--- src/rtl/prog_ctr_pkg.sv ---
// rtl/prog_ctr_pkg.sv - shared state enum, widths and branch-target table for prog_ctr (BRANCH_REL_EN selects entry type)
package prog_ctr_pkg;

    localparam int DEF_ADDR_W    = 10;
    localparam int DEF_LUT_IDX_W = 5;
    localparam int LUT_DEPTH     = 1 << DEF_LUT_IDX_W;

    typedef enum logic [1:0] {
        IDLE = 2'd0,
        RUN  = 2'd1,
        DONE = 2'd2
    } state_t;

`ifdef BRANCH_REL_EN
    // Entries are signed offsets added to the current fetch address.
    typedef logic signed [7:0] lut_entry_t;

    localparam lut_entry_t BRANCH_TABLE [0:LUT_DEPTH-1] = '{
         8'sd1,   -8'sd1,   -8'sd3,    8'sd0,   8'sd127, -8'sd128,   8'sd5,   -8'sd5,
         8'sd10,  -8'sd10,   8'sd2,   -8'sd2,   8'sd64,  -8'sd64,    8'sd3,   -8'sd7,
         8'sd20,  -8'sd20,   8'sd100, -8'sd100, 8'sd8,   -8'sd8,     8'sd16,  -8'sd16,
         8'sd30,  -8'sd30,   8'sd4,   -8'sd4,   8'sd0,    8'sd1,    -8'sd1,    8'sd6
    };
`else
    // Entries are absolute fetch addresses.
    typedef logic [DEF_ADDR_W-1:0] lut_entry_t;

    localparam lut_entry_t BRANCH_TABLE [0:LUT_DEPTH-1] = '{
        10'd16,  10'd100, 10'd40,  10'd1023, 10'd512, 10'd0,   10'd7,    10'd300,
        10'd9,   10'd12,  10'd5,   10'd1000, 10'd255, 10'd256, 10'd511,  10'd768,
        10'd33,  10'd64,  10'd128, 10'd200,  10'd400, 10'd600, 10'd800,  10'd900,
        10'd1,   10'd2,   10'd3,   10'd4,    10'd1022, 10'd700, 10'd50,  10'd999
    };
`endif

endpackage

--- src/rtl/prog_ctr_branch_lut.sv ---
// rtl/prog_ctr_branch_lut.sv - combinational branch-target table lookup (entry type set by BRANCH_REL_EN)
module branch_lut
    import prog_ctr_pkg::*;
(
    input  logic [DEF_LUT_IDX_W-1:0] lut_idx,
    output lut_entry_t               entry
);

    // Pure table read; interpretation of the entry is left to the caller.
    assign entry = BRANCH_TABLE[lut_idx];

endmodule

--- src/rtl/prog_ctr.sv ---
// rtl/prog_ctr.sv - program counter and start/halt run control; BRANCH_REL_EN selects relative branch targets
module prog_ctr
    import prog_ctr_pkg::*;
#(
    parameter int ADDR_W    = DEF_ADDR_W,
    parameter int LUT_IDX_W = DEF_LUT_IDX_W
) (
    input  logic                 Clk,
    input  logic                 Reset,
    input  logic                 Start,
    input  logic                 Halt,
    input  logic                 Stall,
    input  logic                 BranchEn,
    input  logic [7:0]           AluOut,
    input  logic [LUT_IDX_W-1:0] LutIdx,
    output logic [ADDR_W-1:0]    ProgCtr,
    output logic                 Running,
    output logic                 Done
);

    state_t            state_q, state_n;
    logic [ADDR_W-1:0] pc_q, pc_n;
    logic [ADDR_W-1:0] target;
    lut_entry_t        lut_entry;
    logic              unused_alu;

    // Only the compare bit of the ALU result steers the branch.
    assign unused_alu = ^AluOut[7:1];

    branch_lut u_branch_lut (
        .lut_idx (LutIdx),
        .entry   (lut_entry)
    );

`ifdef BRANCH_REL_EN
    // Sign-extend the offset; the add wraps naturally at the address width.
    assign target = pc_q + {{(ADDR_W-8){lut_entry[7]}}, lut_entry};
`else
    assign target = ADDR_W'(lut_entry);
`endif

    // State and fetch-address registers with synchronous reset.
    always_ff @(posedge Clk) begin
        if (Reset) begin
            state_q <= IDLE;
            pc_q    <= '0;
        end else begin
            state_q <= state_n;
            pc_q    <= pc_n;
        end
    end

    // Next state and next fetch address; Halt > Stall > taken branch > increment.
    always_comb begin
        state_n = state_q;
        pc_n    = pc_q;
        case (state_q)
            IDLE: begin
                pc_n = '0;
                if (Start) begin
                    state_n = RUN;
                end
            end
            RUN: begin
                if (Halt) begin
                    state_n = DONE;
                end else if (Stall) begin
                    pc_n = pc_q;
                end else if (BranchEn && AluOut[0]) begin
                    pc_n = target;
                end else begin
                    pc_n = pc_q + 1'b1;
                end
            end
            DONE: begin
                if (Start) begin
                    state_n = RUN;
                    pc_n    = '0;
                end
            end
            default: begin
                state_n = IDLE;
                pc_n    = '0;
            end
        endcase
    end

    assign ProgCtr = pc_q;
    assign Running = (state_q == RUN);
    assign Done    = (state_q == DONE);

endmodule

--- config.mk ---
export PLATFORM = sky130hd
export DESIGN_NAME = prog_ctr
export DESIGN_NICKNAME = d
export VERILOG_FILES = /design/src/rtl/prog_ctr_pkg.sv /design/src/rtl/prog_ctr_branch_lut.sv /design/src/rtl/prog_ctr.sv
export SDC_FILE = /design/constraint.sdc
export NUM_CORES = 1
export LEC_CHECK = 0
export CORE_AREA = 2 2 53 55
export CTS_CLUSTER_DIAMETER = 80
export DETAILED_ROUTE_END_ITERATION = 8
export DIE_AREA = 0 0 55 57
export PLACE_DENSITY = 0.91
export SYNTH_ARGS = -nofsm -noshare
export SYNTH_HDL_FRONTEND = slang
export SYNTH_SLANG_ARGS = --single-unit
--- constraint.sdc ---
create_clock -name Clk -period 2.8 [get_ports Clk]
set_clock_uncertainty 0.15 [all_clocks]
set_input_delay 0.56 -clock Clk [delete_from_list [all_inputs] [get_ports Clk]]
set_output_delay 0.56 -clock Clk [all_outputs]
set_load 0.01 [all_outputs]
* Yosys cells after proc, flatten, opt, wreduce, memory -nomap -nowiden
Memory sizes are Yosys's and may differ from the RTL's.
Cells that the tools add are included.
** Storage, ports and cells
- Bits in registers :: 12
- ROM bits :: 320
- Input bits :: 19
- Output and inout bits :: 12
- Logic and storage cells :: 28
- Memories kept :: 1
** Cells by class
- Add/sub/neg operators :: 1
- Magnitude comparators :: 1
- Equal/unequal tests :: 7
- Multiplexer cells :: 10
- Bitwise gates (word level) :: 1
- Reductions and logical operators :: 5
** Memory list
- (name not given) :: depth 32, bits a word 10, rd ports 1, clocked after memory_dff 0, write ports 0, RTL line prog_ctr_branch_lut.sv:10 : assign entry = BRANCH_TABLE[lut_idx];
** Operator list (count)
- $mux 10 :: 6
- $pmux 10 s2 :: 1
- $add 10x1->10 const B :: 1
- $ne 2x2->1 const B :: 4
- $ge 6x6->1 const B :: 1
- $not 5->6 :: 1
- $mux 2 :: 2
- $pmux 2 s2 :: 1
- $reduce_and 3->1 :: 1
- $eq 2x1->1 const B :: 1
- $eq 2x2->1 const B :: 1
- $logic_not 2->1 :: 1
- $ne 2x1->1 const B :: 1
- $reduce_and 2->1 :: 1
- $reduce_or 2->1 :: 1
- $logic_and 1x1->1 :: 1

* Longest topological paths before layout
Gate-level depths: netlist (run 1).
- Depth after elaboration :: 8
- Gate-level depth with buffers :: 8
- Depth with buffers taken out :: 7

* Cells and area by module
From an unflattened synthesis (run 1), not the netlist that was laid out.
** Unflattened totals
- Cells, all modules :: 174
- Area total of the unflattened synthesis :: 1320.0 µm²
** Modules (own cells, without submodules)
- prog_ctr :: times used 1, cells an instance 94, area an instance 764.5 µm², sequential area each 240.2 µm²
- branch_lut :: times used 1, cells an instance 80, area an instance 555.5 µm², sequential area each 0.0 µm²

* Worst setup path before layout (run 1)
Ideal clock, no wire load.
- Path type :: input-to-reg
- Start point :: in LutIdx[1]
- End point :: reg pc_q[2], in the netlist ProgCtr[2]
- Data arrival time :: 1664 ps
- Required time :: 2531 ps
- Path slack :: 867 ps
- Stages on the path :: 7
- Path buffers :: 0
- Cell sequence :: inv_1 > ha_1 > inv_1 > o21ai_1 > a311o_1 > a31oi_1 > o21ai_1
** Between the ends
- Cells in the longest elaborated chain, start to end :: 8
** RTL lines
- start, declared :: RTL line prog_ctr.sv:15 : input logic [LUT_IDX_W-1:0] LutIdx,
- $not 5->6 (implied by the code) :: RTL line prog_ctr_branch_lut.sv:10
- $mem_v2 32x10
- $mux 10 (implied by the code) (2 in a row) :: RTL line prog_ctr_branch_lut.sv:10
- $mux 10 :: RTL line prog_ctr.sv:69 : end else if (BranchEn && AluOut[0]) begin
- $mux 10 :: RTL line prog_ctr.sv:67 : end else if (Stall) begin
- $mux 10 :: RTL line prog_ctr.sv:65 : if (Halt) begin
- $pmux 10 s2 :: RTL line prog_ctr.sv:57 : case (state_q)
- end signal, assigned :: RTL line prog_ctr.sv:49 : pc_q <= pc_n;
- end, declared :: RTL line prog_ctr.sv:22 : logic [ADDR_W-1:0] pc_q, pc_n;
Every way passes these cells. The select of a mux whose other input is x is not followed.
A chain may end at the register's enable or synchronous reset.

* Final worst setup path (run 1)
Same ends and word-level chain as after synthesis.

==> results.sh, run 1 <==
export IMPL_run_status="finished, final reports clean"
export IMPL_maxcap_viol_count=0
export IMPL_drt_initial_drc_count=55
export IMPL_synth_edf_count=0
export IMPL_synth_top_cells_by_area="dfxtp_1 18%, ha_1 8.3%, nand2_1 6.4%, mux2i_1 5.9%, a21oi_1 3.7%"
export IMPL_die_x_um=55
export IMPL_seqCellArea_um2=240
export IMPL_timing_slew_headroom=0.677
export IMPL_worst_endpoint_arrival_ns=2.37
export IMPL_warning_count_from_the_yosys_run=0
export IMPL_grt_pass1_wl_mm=5.56
export IMPL_clock_insertion_delay_worst_skew_ns=0.28
export IMPL_synthesis_nets=206
export IMPL_numPortBuffers=23
export IMPL_crit_type="in2reg"
export IMPL_antenna_found_initial=0
export IMPL_initial_standard_cell_utilization_of_the_core=0.516
export IMPL_synth_seq_cells=12
export IMPL_filler_cell_count=226
export IMPL_timing_worst_slew_pin_value_ns=0.482
export IMPL_viasPerCell=6.16
export IMPL_cts_max_level=1
export IMPL_worst_setup_path_end_kind="register"
export IMPL_synthMostInstantiatedCell="nand2_1"
export IMPL_detail_route_first_pass_iterations=4
export IMPL_synthesis_area_um2=1350
export IMPL_cp_required_ns=2.82
export IMPL_combinational_family_with_the_most_area_after_synthesis="compound AO/OA/AOI/OAI gates"
export IMPL_cts_root_to_sink_buffers=2
export IMPL_totalWireLength_mm=3.34
export IMPL_timing_setup_tns_ns=0
export IMPL_antennaDiodeCount=0
export IMPL_worstPathMaxFanout=5
export IMPL_gp_congestion=0.951
export IMPL_dr_total_vias=1453
export IMPL_dr_wl_cell_um=14.1
export IMPL_max_freq_ghz=0.426
export IMPL_coreArea_um2=2620
export IMPL_average_footprint_of_a_synthesized_cell_um2=7.58
export IMPL_cts_num_sinks=12
export IMPL_flow_area_growth_from_synthesis_pct=24.0
export IMPL_xor_xnor_cell_area_share_of_the_yosys_netlist=0.00649
export IMPL_synth_fa_ha_area_frac=0.0835
export IMPL_worst_setup_path_start_kind="input port"
export IMPL_synth_compound_area_frac=0.288
export IMPL_fp_row_count=19
export IMPL_grtUsageTotal=0.228
export IMPL_yosys_most_used_dff="dfxtp_1"
export IMPL_synth_cells_most_frequent="23 x nand2_1, 12 x dfxtp_1, 10 x a21oi_1, 10 x inv_1, 9 x ha_1"
export IMPL_cts_buffers_inserted=3
export IMPL_synth_top_area_frac=0.178
export IMPL_top_level_ports=31
export IMPL_post_synth_top_area_cell="dfxtp_1"
export IMPL_dp_hpwl_mm=2.58
export IMPL_hold_path_class="reg2reg"
export IMPL_setup_viol=0
export IMPL_multi_input_area_um2=992
export IMPL_chipHeight_um=57
export IMPL_cell_count_after_synthesis=178
export IMPL_final_core_util=0.640
export IMPL_yosysUniqueCellTypes=44
export IMPL_post_cts_buffers=0
export IMPL_timing_final_crit_share=0.838
export IMPL_post_cts_resized_instances=0
export IMPL_vias_in_the_first_global_route=1295
export IMPL_post_synth_and_or_nand_nor_area_fraction=0.281
export IMPL_final_max_slew_violation_count=0
export IMPL_drive_gt1_frac=0.122
export IMPL_grt_ovfl_total=0
export IMPL_drt_antenna_violating_nets=0
export IMPL_cts_hold_buffers_added=0
export IMPL_tritoncts="built"
export IMPL_p_leak_nw=0.661
export IMPL_die_area_um2=3140
export IMPL_fin_nets=234
export IMPL_hold_violations=0
export IMPL_library_cell_used_as_clock_root_buffer="clkbuf_4"
export IMPL_maximum_number_of_pins_on_one_net_before_global_route_repair=15
export IMPL_rsz0062_at_grt="false"
export IMPL_fin_crit_ns=2.35
export IMPL_async_reset_ff_frac=0
export IMPL_clk_transition_reported_paths_ns=0.08
export IMPL_ir_worst_vdd_uv=434
export IMPL_synth_sequential_area_ratio=0.178
export IMPL_drc_errors=0
export IMPL_pwr_density_cell_nw_per_um2=284
export IMPL_post_synth_mux_area_share=0.0761
==> stage by stage <==
step                      hold slack (ns)  instance area [um2]  total power (W)  instances  setup slack (ns)
after CTS                           0.337                 1670         0.000473        236             0.461
after global placement              0.306                 1640         0.000332        232             0.195
after detailed placement            0.325                 1640         0.000335        232             0.164
after floorplan                     0.329                 1350         0.000284        178             0.867
final                               0.339                 1670         0.000475        236             0.453
after global routing                0.355                 1670         0.000497        236             0.321
==> cell families after synthesis <==
logic type,Yosys count
flip-flops,12
XOR/XNOR,1
AO/OA/AOI/OAI,55
adder cells (fa/ha/maj),9
multiplexers,9
buffers and inverters,23
AND/OR/NAND/NOR,69
==> final timing paths <==
check	startpoint	to	slack, ns	depth (start not counted)
worst max-delay path	LutIdx[1]	ProgCtr[2]	0.45	8
worst max register to register	state_q[1]	ProgCtr[5]	1.09	5
worst min register to register	ProgCtr[9]	ProgCtr[9]	0.34	2
worst min-delay path	ProgCtr[9]	ProgCtr[9]	0.34	2
==> metal layers <==
metal | wire [um] | part of all wire | track usage
met3 | 239 | 0.072 | 0.0524
met1 | 1440 | 0.43 | 0.314
met2 | 1640 | 0.49 | 0.366
met4 | 23 | 0.0069 | 0.0383
met5 | 0 | 0 | 0
==> registers in the layout, indices dropped and copies added, names as in the netlist <==
register and cells:
ProgCtr 10, state_q 2
==> layout by cell type, fill, tap and decap left out, types with 2 or more instances in the layout <==
| cell type | n |
|---|---|
| nor3b_1 | 2 |
| nand2b_1 | 5 |
| o2111ai_1 | 3 |
| a31oi_1 | 6 |
| nor3_1 | 3 |
| o22ai_1 | 3 |
| o21ai_0 | 7 |
| and2_1 | 4 |
| clkbuf_4 | 3 |
| nand3_1 | 6 |
| clkdlybuf4s50_1 | 23 |
| nor2b_1 | 4 |
| a311o_1 | 3 |
| dfxtp_1 | 12 |
| a211oi_1 | 2 |
| a221o_1 | 2 |
| o22a_1 | 2 |
| nor2_1 | 7 |
| nand2_1 | 23 |
| o21ai_1 | 8 |
| buf_4 | 13 |
| o221ai_1 | 2 |
| mux2i_1 | 8 |
| ha_1 | 9 |
| and3_1 | 3 |
| inv_1 | 10 |
| nand4_1 | 5 |
| or3b_1 | 2 |
| a21oi_1 | 10 |
==> report_power, final <==
group	internal [W]	switching, W	total (W)	leakage (nW)
Sequential	0.000173	0.00000374	0.000177	0.0971
Combinational	0.0000733	0.0000836	0.000157	0.543
Clock	0.0000791	0.0000620	0.000141	0.0210
Total	0.000326	0.000149	0.000475	0.661
==> worst max-delay path, cell delays in order <==
cell,delay (ns)
clkdlybuf4s50_1,0.56
inv_1,0.11
ha_1,0.37
inv_1,0.10
o21ai_1,0.06
a311o_1,0.37
a31oi_1,0.17
o21ai_1,0.07
==> final cells by class <==
cell class                 instances  area share
multi-input combinational        143       0.593
timing repair buffer              36       0.196
sequential                        12       0.144
tap                               31      0.0232
inverter                          10      0.0224
clock buffer                       4      0.0217
No activity file was read; power rests on OpenSTA's default activity.
==> run 2, diff against run 1 <==
Settings changed: CORE_AREA 2 2 53 55 to 2 2 55 57, DIE_AREA 0 0 55 57 to 0 0 57 59, PLACE_DENSITY 0.91 to 0.85.
Clock period 2.8 ns to 2.3 ns, I/O delays scaled along.
==> results.sh, run 2 (same netlist as run 1, synthesis figures left out) <==
export IMPL_setup_viol=0
export IMPL_largest_register_ff_count=10
export IMPL_mostFrequentLayoutCells="23 x nand2_1, 23 x clkdlybuf4s50_1, 22 x buf_4, 12 x dfxtp_1, 10 x a21oi_1"
export IMPL_clk_transition_reported_paths_ns=0.07
export IMPL_worst_setup_path_end_kind="output port"
export IMPL_worstHoldPathCells=2
export IMPL_cts_num_sinks=12
export IMPL_cts_max_level=1
export IMPL_cts_root_to_sink_buffers=2
export IMPL_worst_endpoint_arrival_ns=1.57
export IMPL_numPortBuffers=23
export IMPL_cts_hold_buffers_added=0
export IMPL_coreArea_um2=2710
export IMPL_worst_r2r_cell_count=6
export IMPL_grt_ovfl_total=0
export IMPL_timing_final_crit_share=0.946
export IMPL_antenna_found_initial=0
export IMPL_totalWireLength_mm=3.50
export IMPL_timing_worst_slew_pin_value_ns=0.351
export IMPL_drc_errors=0
export IMPL_crit_type="reg2out"
export IMPL_timing_slew_headroom=0.765
export IMPL_pwr_density_cell_nw_per_um2=342
export IMPL_die_area_um2=3360
export IMPL_dr_wl_cell_um=14.2
export IMPL_clock_insertion_delay_worst_skew_ns=0.29
export IMPL_cp_required_ns=1.69
export IMPL_postLayoutSetupSlackWorst_ns=0.125
export IMPL_drive_gt1_frac=0.172
export IMPL_initial_standard_cell_utilization_of_the_core=0.498
export IMPL_flow_area_growth_from_synthesis_pct=31.4
export IMPL_tritoncts="built"
export IMPL_fp_row_count=19
export IMPL_run_status="finished, final reports clean"
export IMPL_p_leak_nw=0.714
export IMPL_final_max_slew_violation_count=0
export IMPL_cts_buffers_inserted=3
export IMPL_area_of_all_placed_cells_without_fillers_um2=1770
export IMPL_library_cell_used_as_clock_root_buffer="clkbuf_4"
export IMPL_hold_violations=0
export IMPL_die_x_um=57
export IMPL_design_power_total_w=0.000607
export IMPL_hold_path_class="reg2reg"
export IMPL_timing_rr_end="ProgCtr[8]"
export IMPL_dpl_worst_slack_ns=-0.204
export IMPL_post_cts_buffers=0
export IMPL_timing_rr_start="ProgCtr[0]"
export IMPL_vias_in_the_first_global_route=1332
export IMPL_placement_cell_area_um2=1720
export IMPL_detail_route_first_pass_iterations=4
export IMPL_max_freq_ghz=0.460
export IMPL_drt_initial_drc_count=79
export IMPL_top_level_ports=31
export IMPL_dp_hpwl_mm=2.65
export IMPL_ir_worst_vdd_uv=400
export IMPL_drt_antenna_violating_nets=0
export IMPL_hold_endpoint="ProgCtr[9]"
export IMPL_grtUsageTotal=0.217
export IMPL_viasPerCell=6.01
export IMPL_rrSetupSlack_ns=0.64
export IMPL_worstHoldStart="ProgCtr[9]"
export IMPL_final_core_util=0.654
export IMPL_grt_pass1_wl_mm=5.90
export IMPL_fin_crit_ns=2.18
export IMPL_maxcap_viol_count=0
export IMPL_dr_total_vias=1478
export IMPL_fin_nets=244
export IMPL_chipHeight_um=59
export IMPL_worstPathMaxFanout=5
export IMPL_antennaDiodeCount=0
export IMPL_worst_setup_path_start_kind="register"
export IMPL_filler_cell_count=225
export IMPL_gp_congestion=0.894
export IMPL_maximum_number_of_pins_on_one_net_before_global_route_repair=27
export IMPL_rsz0062_at_grt="false"
-- run 2: cell count changes in the layout (fill, tap and decap cells not counted) --
cell    change
inv_1       -1
ha_1        -1
buf_4       +9
buf_12      +1
ha_4        +1
inv_2       +1
-- run 2: layout make-up --
type	count	area, um2	share of cell area
Tap cell	31	38.8	0.0219
Inverter	10	37.5	0.0212
Timing Repair Buffer	46	415	0.234
Clock buffer	4	36.3	0.0205
Multi-Input combinational cell	143	1000	0.567
Sequential cell	12	240	0.135
-- run 2: how the worst max path moves through the flow --
stage	end	slack (ns)	from	cells past startpoint
3_3_place_gp	ProgCtr[2]	-0.15	LutIdx[1]	8
5_1_grt	ProgCtr[5]	0.02	LutIdx[1]	8
2_1_floorplan	ProgCtr[2]	0.47	LutIdx[1]	7
4_1_cts	ProgCtr[2]	0.11	LutIdx[1]	8
6_report	Running	0.12	state_q[1]	2
3_5_place_dp	ProgCtr[2]	-0.20	LutIdx[1]	8
-- run 2: where the power goes --
part	total [W]	switching [W]	internal (W)
Sequential	0.000216	0.00000482	0.000211
Combinational	0.000215	0.000108	0.000107
Clock	0.000176	0.0000796	0.0000965
-- run 2: what timing repair did --
| item | CTS | global route |
|---|---|---|
| hold endpoints to repair | 0 | 0 |
| endpoints found under the setup margin | 0 | 4 |
| resized for setup | 0 | 2 |
-- run 2: per-layer routing --
metal  vias to the layer above  wire, um  global-route usage
met5                         -         0                   0
met4                         0        36              0.0432
met3                         6       209              0.0393
met2                        59      1710               0.374
met1                       680      1550               0.287
li1                        733         -                   -
-- run 2: worst max-delay path: stages (launching register included) --
cell,delay [ns]
dfxtp_1,0.37
and2b_1,0.34
clkdlybuf4s50_1,0.58
-- run 2: metrics by stage --
step,hold slack (ns),setup TNS (ns),std cells
floorplan,0.329,0,178
global placement,0.304,-0.720,242
detailed placement,0.304,-1.18,242
CTS,0.322,0,246
global route,0.348,0,246
finish,0.323,0,246
